`config.mk`:
```
export PLATFORM = sky130hd
export DESIGN_NAME = fb_write_arbiter
export DESIGN_NICKNAME = d
export VERILOG_FILES = /design/src/rtl/fb_write_arbiter.sv
export SDC_FILE = /design/constraint.sdc
export NUM_CORES = 1
export LEC_CHECK = 0
export BUFFER_PORTS_ARGS = -buffer_cell sky130_fd_sc_hd__buf_2
export CORE_MARGIN = 5
export CORE_UTILIZATION = 50
export DETAILED_ROUTE_END_ITERATION = 10
export PLACE_DENSITY = 0.78
export SLEW_MARGIN = 20
export SYNTH_ARGS = -nofsm -noshare
export SYNTH_HDL_FRONTEND = slang
export SYNTH_SLANG_ARGS = --single-unit
```
`constraint.sdc`:
```
create_clock -name dclk -period 2.1 [get_ports dclk]
set_clock_uncertainty 0.1 [all_clocks]
set_input_delay 0.315 -clock dclk [delete_from_list [all_inputs] [get_ports dclk]]
set_output_delay 0.315 -clock dclk [all_outputs]
set_load 0.01 [all_outputs]
```
`src/rtl/fb_write_arbiter.sv`:
```
// Two-requester framebuffer write arbiter with full-screen clear sweep.
// Optional TEAR_FREE_EN: grants and clear writes issue only during vblank.
module fb_write_arbiter #(
  parameter int CELLS      = 4800,
  parameter int AW         = 13,
  parameter int CW         = 3,
  parameter int CLEAR_CODE = 0
) (
  input  logic          dclk,
  input  logic          clr_n,
  input  logic          vblank,
  input  logic          req0,
  input  logic [AW-1:0] addr0,
  input  logic [CW-1:0] data0,
  output logic          gnt0,
  input  logic          req1,
  input  logic [AW-1:0] addr1,
  input  logic [CW-1:0] data1,
  output logic          gnt1,
  input  logic          clear_req,
  output logic          clear_done,
  output logic          busy,
  output logic          fb_we,
  output logic [AW-1:0] fb_addr,
  output logic [CW-1:0] fb_data,
  output logic          frame_tick,
  output logic          err_addr
);

  typedef enum logic {IDLE, CLEAR} state_e;

  state_e        state_q, state_d;
  logic [AW-1:0] cnt_q, cnt_d;
  logic          last_q, last_d;
  logic          gnt0_q, gnt0_d;
  logic          gnt1_q, gnt1_d;
  logic          we_q, we_d;
  logic [AW-1:0] addr_q, addr_d;
  logic [CW-1:0] data_q, data_d;
  logic          busy_q, busy_d;
  logic          done_q, done_d;
  logic          err_q, err_d;
  logic          vb_q;
  logic          tick_q;

  logic          go;
  logic          e0, e1;
  logic          pick1;
  logic [AW-1:0] sel_addr;
  logic          oor;

`ifdef TEAR_FREE_EN
  assign go = vblank;
`else
  assign go = 1'b1;
`endif

  // a requester granted last cycle still shows its old request
  assign e0 = req0 & ~gnt0_q;
  assign e1 = req1 & ~gnt1_q;
  assign pick1 = e1 & (~e0 | ~last_q);
  assign sel_addr = pick1 ? addr1 : addr0;
  assign oor = sel_addr >= AW'(CELLS);

  always_comb begin
    state_d = state_q;
    cnt_d   = cnt_q;
    last_d  = last_q;
    gnt0_d  = 1'b0;
    gnt1_d  = 1'b0;
    we_d    = 1'b0;
    addr_d  = addr_q;
    data_d  = data_q;
    busy_d  = 1'b0;
    done_d  = 1'b0;
    err_d   = err_q;
    unique case (state_q)
      IDLE: begin
        if (clear_req) begin
          state_d = CLEAR;
          cnt_d   = '0;
          err_d   = 1'b0;
        end else if (go && (e0 || e1)) begin
          gnt0_d = ~pick1;
          gnt1_d = pick1;
          last_d = pick1;
          we_d   = ~oor;
          addr_d = sel_addr;
          data_d = pick1 ? data1 : data0;
          err_d  = err_q | oor;
        end
      end
      CLEAR: begin
        busy_d = 1'b1;
        if (go) begin
          we_d   = 1'b1;
          addr_d = cnt_q;
          data_d = CW'(CLEAR_CODE);
          if (cnt_q == AW'(CELLS - 1)) begin
            done_d  = 1'b1;
            state_d = IDLE;
            cnt_d   = '0;
          end else begin
            cnt_d = cnt_q + 1'b1;
          end
        end
      end
      default: state_d = IDLE;
    endcase
  end

  always_ff @(posedge dclk or negedge clr_n) begin
    if (!clr_n) begin
      state_q <= IDLE;
      cnt_q   <= '0;
      last_q  <= 1'b1;
      gnt0_q  <= 1'b0;
      gnt1_q  <= 1'b0;
      we_q    <= 1'b0;
      addr_q  <= '0;
      data_q  <= '0;
      busy_q  <= 1'b0;
      done_q  <= 1'b0;
      err_q   <= 1'b0;
      vb_q    <= 1'b0;
      tick_q  <= 1'b0;
    end else begin
      state_q <= state_d;
      cnt_q   <= cnt_d;
      last_q  <= last_d;
      gnt0_q  <= gnt0_d;
      gnt1_q  <= gnt1_d;
      we_q    <= we_d;
      addr_q  <= addr_d;
      data_q  <= data_d;
      busy_q  <= busy_d;
      done_q  <= done_d;
      err_q   <= err_d;
      vb_q    <= vblank;
      tick_q  <= vblank & ~vb_q;
    end
  end

  assign gnt0       = gnt0_q;
  assign gnt1       = gnt1_q;
  assign fb_we      = we_q;
  assign fb_addr    = addr_q;
  assign fb_data    = data_q;
  assign busy       = busy_q;
  assign clear_done = done_q;
  assign err_addr   = err_q;
  assign frame_tick = tick_q;

endmodule

```
=== After elaboration in Yosys (flattened, before gate mapping) ===
Index checks and enable logic that the tools add are counted.

* Register bits: 39
* Input bits: 38
* Word-level logic and storage cells: 67
* Output and inout port bits: 23

* Reductions and logical operators: 5
* Bitwise logic cells: 15
* $add $sub $neg: 1
* Equality and inequality tests: 4
* Multiplexer cells: 28
* $lt $le $gt $ge: 1

{| class="wikitable"
|+ Operators by type and width
! cell !! count
|-
| 13-bit 2-to-1 mux || 5
|-
| 13-bit one-hot mux with 2 select lines || 2
|-
| 1-bit 2-to-1 mux || 15
|-
| 13-bit by 1-bit adder with 13-bit output, second input constant || 1
|-
| 13-bit == test, second input constant || 1
|-
| 13-bit >= comparator, second input constant || 1
|-
| 3-bit 2-to-1 mux || 3
|-
| 1-bit NOT || 9
|-
| 2-bit inequality test, second input constant || 3
|-
| 3-bit one-hot mux with 2 select lines || 1
|-
| 1-bit bitwise AND || 4
|-
| 1-bit one-hot mux with 2 select lines || 2
|-
| 2-bit AND reduction || 2
|-
| 3-bit AND reduction || 1
|-
| 1-bit bitwise OR || 2
|-
| 2-bit nonzero test || 1
|-
| 1-bit logical OR || 1
|}

=== Longest topological paths before layout ===
Gate-level depths: netlist of run 1.

* Depth after elaboration: 11
* Depth in mapped cells: 6
* Gate-level depth less buffers: 5

=== Worst setup path after synthesis of run 1 ===
OpenSTA, ideal clock, no wires.

* Path kind: reg-to-reg
* Start point: register cnt_q[0]
* End point: register cnt_q[5]
* Clock period less this slack: 1.765 ns
* Setup time: 0.116 ns
* Stages on the path, launching flop included: 7
* Slack: 0.335 ns
* Path buffers: 1
* Required time: 1.884 ns
* Data arrival time: 1.550 ns
* Path through: dfrtp_1 > ha_1 > and4_2 > buf_2 > a41oi_2 > nand3_1 > o311ai_0

* Word-level cells in the longest chain between the ends: 3
* Elaborated cells on any way between the ends: 4
* Those cells by class: 1 x add/sub; 1 x eq/ne; 2 x mux

{| class="wikitable"
|+ Ends and longest elaborated chain
! what !! line !! RTL
|-
| start: declaration || 33 || <nowiki>logic [AW-1:0] cnt_q, cnt_d;</nowiki>
|-
| start signal: assignment || 129 || <nowiki>cnt_q <= cnt_d;</nowiki>
|-
| 13-bit by 1-bit adder with 13-bit output / 13-bit == test (equally long branches) || 104, 99 ||
|-
| 13-bit 2-to-1 mux * || 99 || <nowiki>if (cnt_q == AW'(CELLS - 1)) begin</nowiki>
|-
| 13-bit one-hot mux with 2 select lines * || 77 || <nowiki>unique case (state_q)</nowiki>
|}

Every way passes the cells marked *; elsewhere a longest branch is shown, timed or not.
A chain may end at the register's enable or synchronous reset.

=== Worst setup path after layout of run 1 ===
Ends and elaborated chain as after synthesis.

==> results of run 1 <==
-- stage by stage --
stage                     hold slack, ps    util  total power, mW  instance area (um2)  worst slack, ps
after floorplan                   -80.59       -            1.471                 1994            334.6
after global placement             200.5  0.5982            1.694                 2359            278.8
after detailed placement           205.6  0.5982            1.723                 2359            189.0
after CTS                          36.16  0.6262            2.275                 2469            159.0
after global routing               32.21  0.6262            2.409                 2469            3.628
final                              39.06  0.6262            2.271                 2469            140.2
-- sequential cells by signal, indices dropped and copies added (netlist names) --
register / count
cnt_q: 13
vb_q: 1
busy: 1
fb_addr: 13
last_q: 1
state_q: 1
fb_data: 3
gnt1: 1
frame_tick: 1
gnt0: 1
fb_we: 1
clear_done: 1
err_addr: 1
-- critical path, delay by kind of cell, from the launching register on --
kind | cells | cell delay (ps)
fa+ha+maj | 1 | 270
simple gates | 2 | 460
flops | 1 | 430
compound gates | 2 | 570
-- cell usage in the layout, fill, tap and decap left out, types with 2 or more instances in the layout --
cell type	Yosys	final
o221ai_1	4	4
nor3_1	2	2
nand2_1	36	36
nor2b_1	5	5
a31oi_1	6	6
o311ai_0	3	3
nand3_1	19	19
nand2b_1	3	3
nor2_1	6	6
mux2i_1	14	14
o21ai_0	10	10
a22o_1	2	2
o211ai_1	11	11
clkbuf_8	0	7
nand4_1	4	4
dfrtp_1	38	38
buf_2	3	60
and2_1	2	2
a21o_1	2	2
buf_4	1	5
a21oi_1	6	6
-- final cells by class --
| cell class | count | share of cell area |
|---|---|---|
| multi-input combinational | 153 | 0.3862 |
| timing repair buffer | 67 | 0.1490 |
| tap | 50 | 0.02534 |
| clock buffer | 8 | 0.04055 |
| inverter | 2 | 0.003041 |
| sequential | 39 | 0.3958 |
-- power groups by stage --
stage	sequential (mW)	combinational, mW	clock [mW]
after CTS	1.14	0.576	0.563
after detailed placement	1.15	0.572	0
after floorplan	1.12	0.356	0
after global placement	1.14	0.554	0
final	1.14	0.571	0.557
after global routing	1.17	0.634	0.604
-- worst max-delay path by stage --
stage | slack (ps) | start | endpoint
CTS | 160 | cnt_q[0] | cnt_q[5]
floorplan | 330 | cnt_q[0] | cnt_q[5]
detailed placement | 190 | cnt_q[0] | cnt_q[5]
global placement | 280 | cnt_q[0] | cnt_q[5]
global route | 4 | cnt_q[0] | cnt_q[5]
finish | 140 | cnt_q[0] | cnt_q[5]
-- routing by layer --
metal | track usage | wire length (um)
met5 | 0 | 0
met4 | 0.08811 | 83
met3 | 0.03719 | 281
met2 | 0.3426 | 2630
met1 | 0.2680 | 2302
-- repair_timing --
item / 4_1_cts / 5_1_grt
hold buffers: 1 / 0
endpoints found under the setup margin: 0 / 0
endpoints found under the hold margin: 19 / 0
-- cell families (layout without fill, tap and decap cells) --
kind of cell / count (synthesis) / in the layout / synth area share
XOR/XNOR: 1 / 1 / 0.004392
adder cells (fa/ha/maj): 1 / 1 / 0.006273
AO/OA/AOI/OAI: 49 / 49 / 0.1719
AND/OR/NAND/NOR: 87 / 87 / 0.2196
multiplexers: 15 / 15 / 0.07591
buffers and inverters: 15 / 77 / 0.03199
flip-flops: 39 / 39 / 0.4900
==> impl_metrics.py, run 1 <==
metrics = {
    "global_routing": {
        "track_usage": 0.2082,
        "overflow": 0,
        "antenna_found_initial": 0,
        "grt_pass1_wl_mm": 8.735,
        "grt_max_degree": 24,
        "grt_pass1_vias": 1917,
    },
    "sta": {
        "tightest_slew_ps": 566.8,
        "fmax_ghz": 0.5103,
        "setup_viol": 0,
        "rsz0062_at_grt": "no",
        "slew_viol_final": 0,
        "hold_violations": 0,
        "fin_crit_sh": 0.9332,
        "tns_ps": 0,
        "min_period_ps": 1960,
        "maxSlewHeadroom": 0.6173,
    },
    "cells_and_area": {
        "multi_input_area_um2": 953.4,
        "final_cells": 319,
        "area_growth_pct": 23.78,
        "drive_above_1_share": 0.3086,
        "regArea_um2": 977.2,
        "final_nets": 307,
        "diodes": 0,
        "num-fill-cells": 352,
    },
    "clocking": {
        "htree_levels": 2,
        "cts_root_buffer": "clkbuf_8",
        "post_cts_resized": 0,
        "clk_path_buf_depth": 2,
        "cts_tree": "yes",
        "cts.sinks": 39,
        "cts_setup_buffers": 0,
        "numCtsBuffers": 5,
        "worstSkewPairLatency_ps": 290,
        "clk_pin_slew_worst_paths_ps": 70,
    },
    "synthesis": {
        "synth-seq-cells": 39,
        "syn_avg_cell_area_um2": 9.635,
        "synth_warnings": 0,
        "postSynth.asyncResetShare": 1.000,
        "synth.yosys.seq_area_share": 0.4900,
        "synthTopCellsByArea": "dfrtp_1 (48%), mux2i_1 (7.0%), nand2_1 (6.8%)",
        "synth-edff-count": 0,
        "yosys-top-cells-count": "dfrtp_1 (38), nand2_1 (36), nand3_1 (19), mux2i_1 (14), o211ai_1 (11)",
        "synth_area_leader_cell": "dfrtp_1",
        "synth_cells": 207,
        "yosysMostFrequentCell": "dfrtp_1",
        "ys_types": 43,
        "synth_top_area_share": 0.4768,
        "synth-main-ff-cell": "dfrtp_1",
        "syn_area_um2": 1994,
        "synth_nets": 246,
    },
    "pwr": {
        "combPwrFrac": 0.251,
        "ir_drop_v": 0.0006511,
        "power_frac_seq": 0.503,
        "p_sw_frac": 0.3401,
        "p_per_area_nw_per_um2": 919.8,
        "leakage_nw": 1.178,
        "pwr-share-clk": 0.245,
        "power.internal_mw": 1.498,
        "p_sw_uw": 772.3,
    },
    "die": {
        "die_w_um": 73.16,
        "initial_utilization": 0.5059,
        "rows": 23,
        "die-area_um2": 5352,
        "coreArea_um2": 3943,
        "ioPinCount": 61,
        "die-height_um": 73.16,
    },
    "placement": {
        "gp_congestion": 0.8505,
        "hpwlAfterDp_mm": 3.817,
        "port_buffers": 60,
        "dp_cells": 310,
    },
    "setup_path": {
        "ff2ff_setup_slack_ps": 140,
        "worstPathMaxFanout": 9,
        "path_class": "reg -> reg",
        "rr_worst_depth": 5,
        "arrival_ps": 2030,
        "cp_slowest_stage_delay_ps": 440,
        "crit_chain": "ha_1 -> and4_2 -> a41oi_2 -> nand3_1 -> o311ai_0",
        "cp.required_ps": 2170,
        "critPathSlowestCell": "a41oi_2",
        "end_kind": "flop",
        "r2r_end": "cnt_q[5]",
        "rr_startpoint": "cnt_q[0]",
        "startpoint_type": "flop",
    },
    "route": {
        "firstDrtPassIters": 4,
        "wirelength_mm": 5.297,
        "drt_iter0_markers": 112,
        "num_vias": 1846,
        "wire_per_inst_um": 16.61,
        "ant_nets": 0,
        "drc_errors": 0,
        "via_per_inst": 5.787,
    },
    "hold_path": {
        "hold_depth": 1,
        "hold_end": "vb_q",
        "hold_path.class": "in -> reg",
        "hold_start": "vblank",
    },
    "outcome": {
        "outcome": "finished clean",
    },
    "job": {
        "drv_cap": 0,
    },
}
Note: power is estimated with default switching activity, not from simulation.
==> run 2, diff against run 1 <==
BUFFER_PORTS_ARGS = -buffer_cell sky130_fd_sc_hd__buf_4   (was -buffer_cell sky130_fd_sc_hd__buf_2)
==> impl_metrics.py, run 2 (synthesis results as in run 1) <==
metrics = {
    "outcome": {
        "outcome": "finished clean",
    },
    "sta": {
        "tns_ps": 0,
        "hold_violations": 0,
        "fin_crit_sh": 0.9274,
        "tightest_slew_ps": 526.5,
        "fmax_ghz": 0.5135,
        "maxSlewHeadroom": 0.6482,
        "min_period_ps": 1948,
        "setup_viol": 0,
        "rsz0062_at_grt": "no",
        "hold_ws_ps": 35.37,
        "slew_viol_final": 0,
    },
    "clocking": {
        "htree_levels": 2,
        "clk_pin_slew_worst_paths_ps": 70,
        "cts_root_buffer": "clkbuf_8",
        "numCtsBuffers": 5,
        "clk_path_buf_depth": 2,
        "worstSkewPairLatency_ps": 290,
        "cts.sinks": 39,
        "cts_tree": "yes",
    },
    "global_routing": {
        "grt_pass1_vias": 1813,
        "grt_max_degree": 40,
        "track_usage": 0.2119,
        "grt_pass1_wl_mm": 8.728,
        "overflow": 0,
        "antenna_found_initial": 0,
    },
    "pwr": {
        "power_frac_seq": 0.499,
        "leakage_nw": 1.208,
        "p_sw_uw": 787.8,
        "p_sw_frac": 0.3404,
        "power.internal_mw": 1.526,
        "ir_drop_v": 0.0006479,
        "combPwrFrac": 0.276,
        "p_per_area_nw_per_um2": 893.5,
        "pwr-share-clk": 0.225,
    },
    "route": {
        "via_per_inst": 5.827,
        "drt_iter0_markers": 193,
        "drc_errors": 0,
        "num_vias": 1853,
        "wirelength_mm": 5.325,
        "ant_nets": 0,
        "wire_per_inst_um": 16.75,
        "firstDrtPassIters": 4,
    },
    "placement": {
        "port_buffers": 60,
        "hpwlAfterDp_mm": 3.872,
        "gp_congestion": 0.8883,
    },
    "setup_path": {
        "rr_startpoint": "cnt_q[0]",
        "r2r_end": "cnt_q[7]",
        "cp.required_ps": 2170,
        "rr_worst_depth": 5,
        "path_class": "reg -> reg",
        "ff2ff_setup_slack_ps": 150,
        "startpoint_type": "flop",
        "arrival_ps": 2010,
        "end_kind": "flop",
        "crit_path_end": "cnt_q[7]",
        "worstPathMaxFanout": 9,
        "crit_start": "cnt_q[0]",
    },
    "cells_and_area": {
        "fin_util": 0.6569,
        "final_nets": 306,
        "diodes": 0,
        "drive_above_1_share": 0.3060,
        "final_cell_mix": "buf_4 (65), dfrtp_1 (38), nand2_1 (36), nand3_1 (19), mux2i_1 (14)",
        "final_common_cell": "buf_4",
        "area_growth_pct": 29.86,
    },
    "die": {
        "initial_utilization": 0.5059,
        "rows": 23,
        "die_w_um": 73.16,
        "die-height_um": 73.16,
        "die-area_um2": 5352,
        "coreArea_um2": 3943,
        "ioPinCount": 61,
    },
    "job": {
        "drv_cap": 0,
    },
    "hold_path": {
        "hold_path.class": "in -> reg",
    },
}
run 2: changes by cell type in the layout (fill, tap and decap cells not counted), sizes merged:
| cell | delta |
|---|---|
| buf | -1 |
| clkinv | +1 |
| clkbuf | -1 |
run 2: stage by stage:
stage	power [mW]	area, um2	setup slack (ps)	cells
floorplan	1.471	1994	334.6	207
global placement	1.763	2489	269.0	309
detailed placement	1.798	2489	163.3	309
CTS	2.332	2590	143.6	318
global route	2.464	2590	14.56	318
finish	2.314	2590	152.4	318
run 2: power groups by stage:
stage                     sequential, mW  clock [mW]  combinational [mW]
after floorplan                     1.12           0               0.356
after global placement              1.15           0               0.613
after detailed placement            1.16           0               0.639
after CTS                           1.15       0.533               0.649
after global routing                1.19       0.569               0.708
final                               1.15       0.522               0.638
run 2: cell type report:
cell class                 instances  area, um2
clock buffer                       7      86.33
clock inverter                     1      5.005
fill                             326       1353
inverter                           2      7.507
multi-input combinational        153      953.4
sequential                        39      977.2
tap                               50      62.56
timing repair buffer              66      498.0
run 2: worst max-delay path, stage by stage, from the launching register on:
cell and delay, ps:
dfrtp_1 440, ha_1 270, and4_2 310, a41oi_2 440
nand3_1 130, o311ai_0 130
run 2: how the worst min path moves through the flow:
| stage | startpoint | endpoint | cells past startpoint |
|---|---|---|---|
| 6_report | vblank | vb_q | 1 |
| 5_1_grt | vblank | vb_q | 1 |
| 4_1_cts | vblank | vb_q | 1 |
| 3_5_place_dp | clr_n | fb_data[2] | 1 |
| 3_3_place_gp | clr_n | fb_data[1] | 1 |
| 2_1_floorplan | clr_n | busy | 0 |
run 2: repair_timing:
| item | 4_1_cts | 5_1_grt |
|---|---|---|
| hold buffers | 1 | 0 |
| buffers inserted | 0 | 0 |
| endpoints found under the hold margin | 38 | 0 |
| setup endpoints to repair | 0 | 0 |
| resized for setup | 0 | 0 |
run 2: per-layer routing:
| metal | wire, um | track usage |
|---|---|---|
| met1 | 2198 | 0.2784 |
| met5 | 0 | 0 |
| met2 | 2744 | 0.3456 |
| met4 | 78 | 0.07582 |
| met3 | 303 | 0.04270 |
==> run 3, diff against run 2 <==
CORE_UTILIZATION = 38   (was 50)
PLACE_DENSITY = unset   (was 0.78)
==> impl_metrics.py, run 3 (synthesis results as in run 1) <==
metrics = {
    "job": {
        "drv_cap": 0,
    },
    "route": {
        "via_per_inst": 5.378,
        "drc_errors": 0,
        "ant_nets": 0,
        "wire_per_inst_um": 16.28,
        "firstDrtPassIters": 4,
        "wirelength_mm": 5.519,
        "num_vias": 1823,
        "drt_iter0_markers": 61,
    },
    "hold_path": {
        "hold_path.class": "in -> reg",
    },
    "clocking": {
        "cts_tree": "yes",
        "cts_root_buffer": "clkbuf_8",
        "numCtsBuffers": 5,
        "cts_setup_buffers": 0,
        "htree_levels": 2,
        "cts.sinks": 39,
        "worstSkewPairLatency_ps": 300,
        "clk_pin_slew_worst_paths_ps": 90,
        "clk_path_buf_depth": 2,
    },
    "pwr": {
        "leakage_nw": 1.230,
        "p_per_area_nw_per_um2": 951.5,
        "ir_drop_v": 0.0005209,
    },
    "die": {
        "rows": 26,
        "coreArea_um2": 5107,
        "initial_utilization": 0.3905,
        "die_w_um": 82.45,
        "die-height_um": 82.45,
        "ioPinCount": 61,
        "die-area_um2": 6797,
    },
    "sta": {
        "hold_violations": 0,
        "fmax_ghz": 0.5469,
        "tns_ps": 0,
        "maxSlewHeadroom": 0.6363,
        "setup_viol": 0,
        "tightest_slew_ps": 544.3,
        "rsz0062_at_grt": "no",
        "slew_viol_final": 0,
        "min_period_ps": 1828,
        "fin_crit_sh": 0.8707,
    },
    "cells_and_area": {
        "final_cells": 339,
        "final_nets": 307,
        "final_common_cell": "buf_4",
        "area_growth_pct": 34.32,
        "diodes": 0,
        "drive_above_1_share": 0.3123,
        "num-fill-cells": 487,
        "final_cell_mix": "buf_4 (66), dfrtp_1 (38), nand2_1 (36), nand3_1 (19), mux2i_1 (14)",
    },
    "global_routing": {
        "grt_pass1_vias": 1866,
        "grt_pass1_wl_mm": 8.949,
        "antenna_found_initial": 0,
        "overflow": 0,
        "grt_max_degree": 40,
        "track_usage": 0.1715,
    },
    "placement": {
        "port_buffers": 60,
        "dp_cells": 330,
        "hpwlAfterDp_mm": 3.935,
        "gp_congestion": 0.8732,
    },
    "setup_path": {
        "arrival_ps": 1910,
        "cp.required_ps": 2180,
        "worstPathMaxFanout": 9,
        "path_class": "reg -> reg",
        "end_kind": "flop",
        "startpoint_type": "flop",
    },
    "outcome": {
        "outcome": "finished clean",
    },
}
run 3: changes by cell type in the layout (fill, tap and decap cells not counted), sizes merged:
cell | previous run | this run
buf | 65 | 66
bufinv | 0 | 2
clkbuf | 7 | 5
clkinv | 1 | 0
clkinvlp | 0 | 1
run 3: layout make-up:
cell class	instances	area, um2	area share
Sequential cell	39	977.2	0.3648
Multi-Input combinational cell	153	964.7	0.3601
Clock inverter	3	67.56	0.02522
Clock buffer	5	68.82	0.02569
Timing Repair Buffer	67	505.5	0.1887
Tap cell	70	87.58	0.03269
Inverter	2	7.507	0.002802
run 3: worst max-delay path, cell delays in order, from the launching register on:
cell and delay [ps]:
dfrtp_1 430, ha_1 270, and4_2 320, a41oi_4 370, nand3_1 110, o311ai_0 110
run 3: worst paths after layout:
check                          from          to  slack [ps]  cells past startpoint
max in group asynchronous     clr_n      last_q        1110                      2
hold / removal               vblank        vb_q          30                      1
setup / recovery           cnt_q[0]    cnt_q[7]         270                      5
hold reg to reg                vb_q  frame_tick         290                      1
min in group asynchronous     clr_n  frame_tick         430                      2
setup reg to reg           cnt_q[0]    cnt_q[7]         270                      5
run 3: stage by stage:
step / worst slack, ps / util / power (mW) / cell area [um2] / hold WS [ps]
floorplan: 334.6 / - / 1.471 / 1994 / -80.59
global placement: 275.6 / 0.4936 / 1.785 / 2521 / 227.5
detailed placement: 208.3 / 0.4936 / 1.801 / 2521 / 228.0
CTS: 194.1 / 0.5223 / 2.567 / 2668 / 23.54
global route: 69.88 / 0.5245 / 2.724 / 2679 / 22.73
finish: 271.6 / 0.5245 / 2.549 / 2679 / 28.02
run 3: timing repair:
action,CTS,global route
endpoints found under the hold margin,38,0
setup endpoints to repair,0,2
hold buffers,1,0
resized for setup,0,1
run 3: where the power goes:
group | internal [mW] | switching, mW | leakage (nW)
Clock | 0.474 | 0.286 | 0.0644
Sequential | 0.931 | 0.216 | 0.478
Combinational | 0.331 | 0.311 | 0.688
Total | 1.74 | 0.813 | 1.23
run 3: metal layers:
| layer | routed length (um) | up-vias | share of wire | track usage |
|---|---|---|---|---|
| met2 | 2479 | 58 | 0.45 | 0.2764 |
| met4 | 68 | 0 | 0.012 | 0.04485 |
| met3 | 441 | 8 | 0.080 | 0.04881 |
| met1 | 2530 | 874 | 0.46 | 0.2254 |
| li1 | - | 883 | - | - |
| met5 | 0 | - | 0 | 0 |
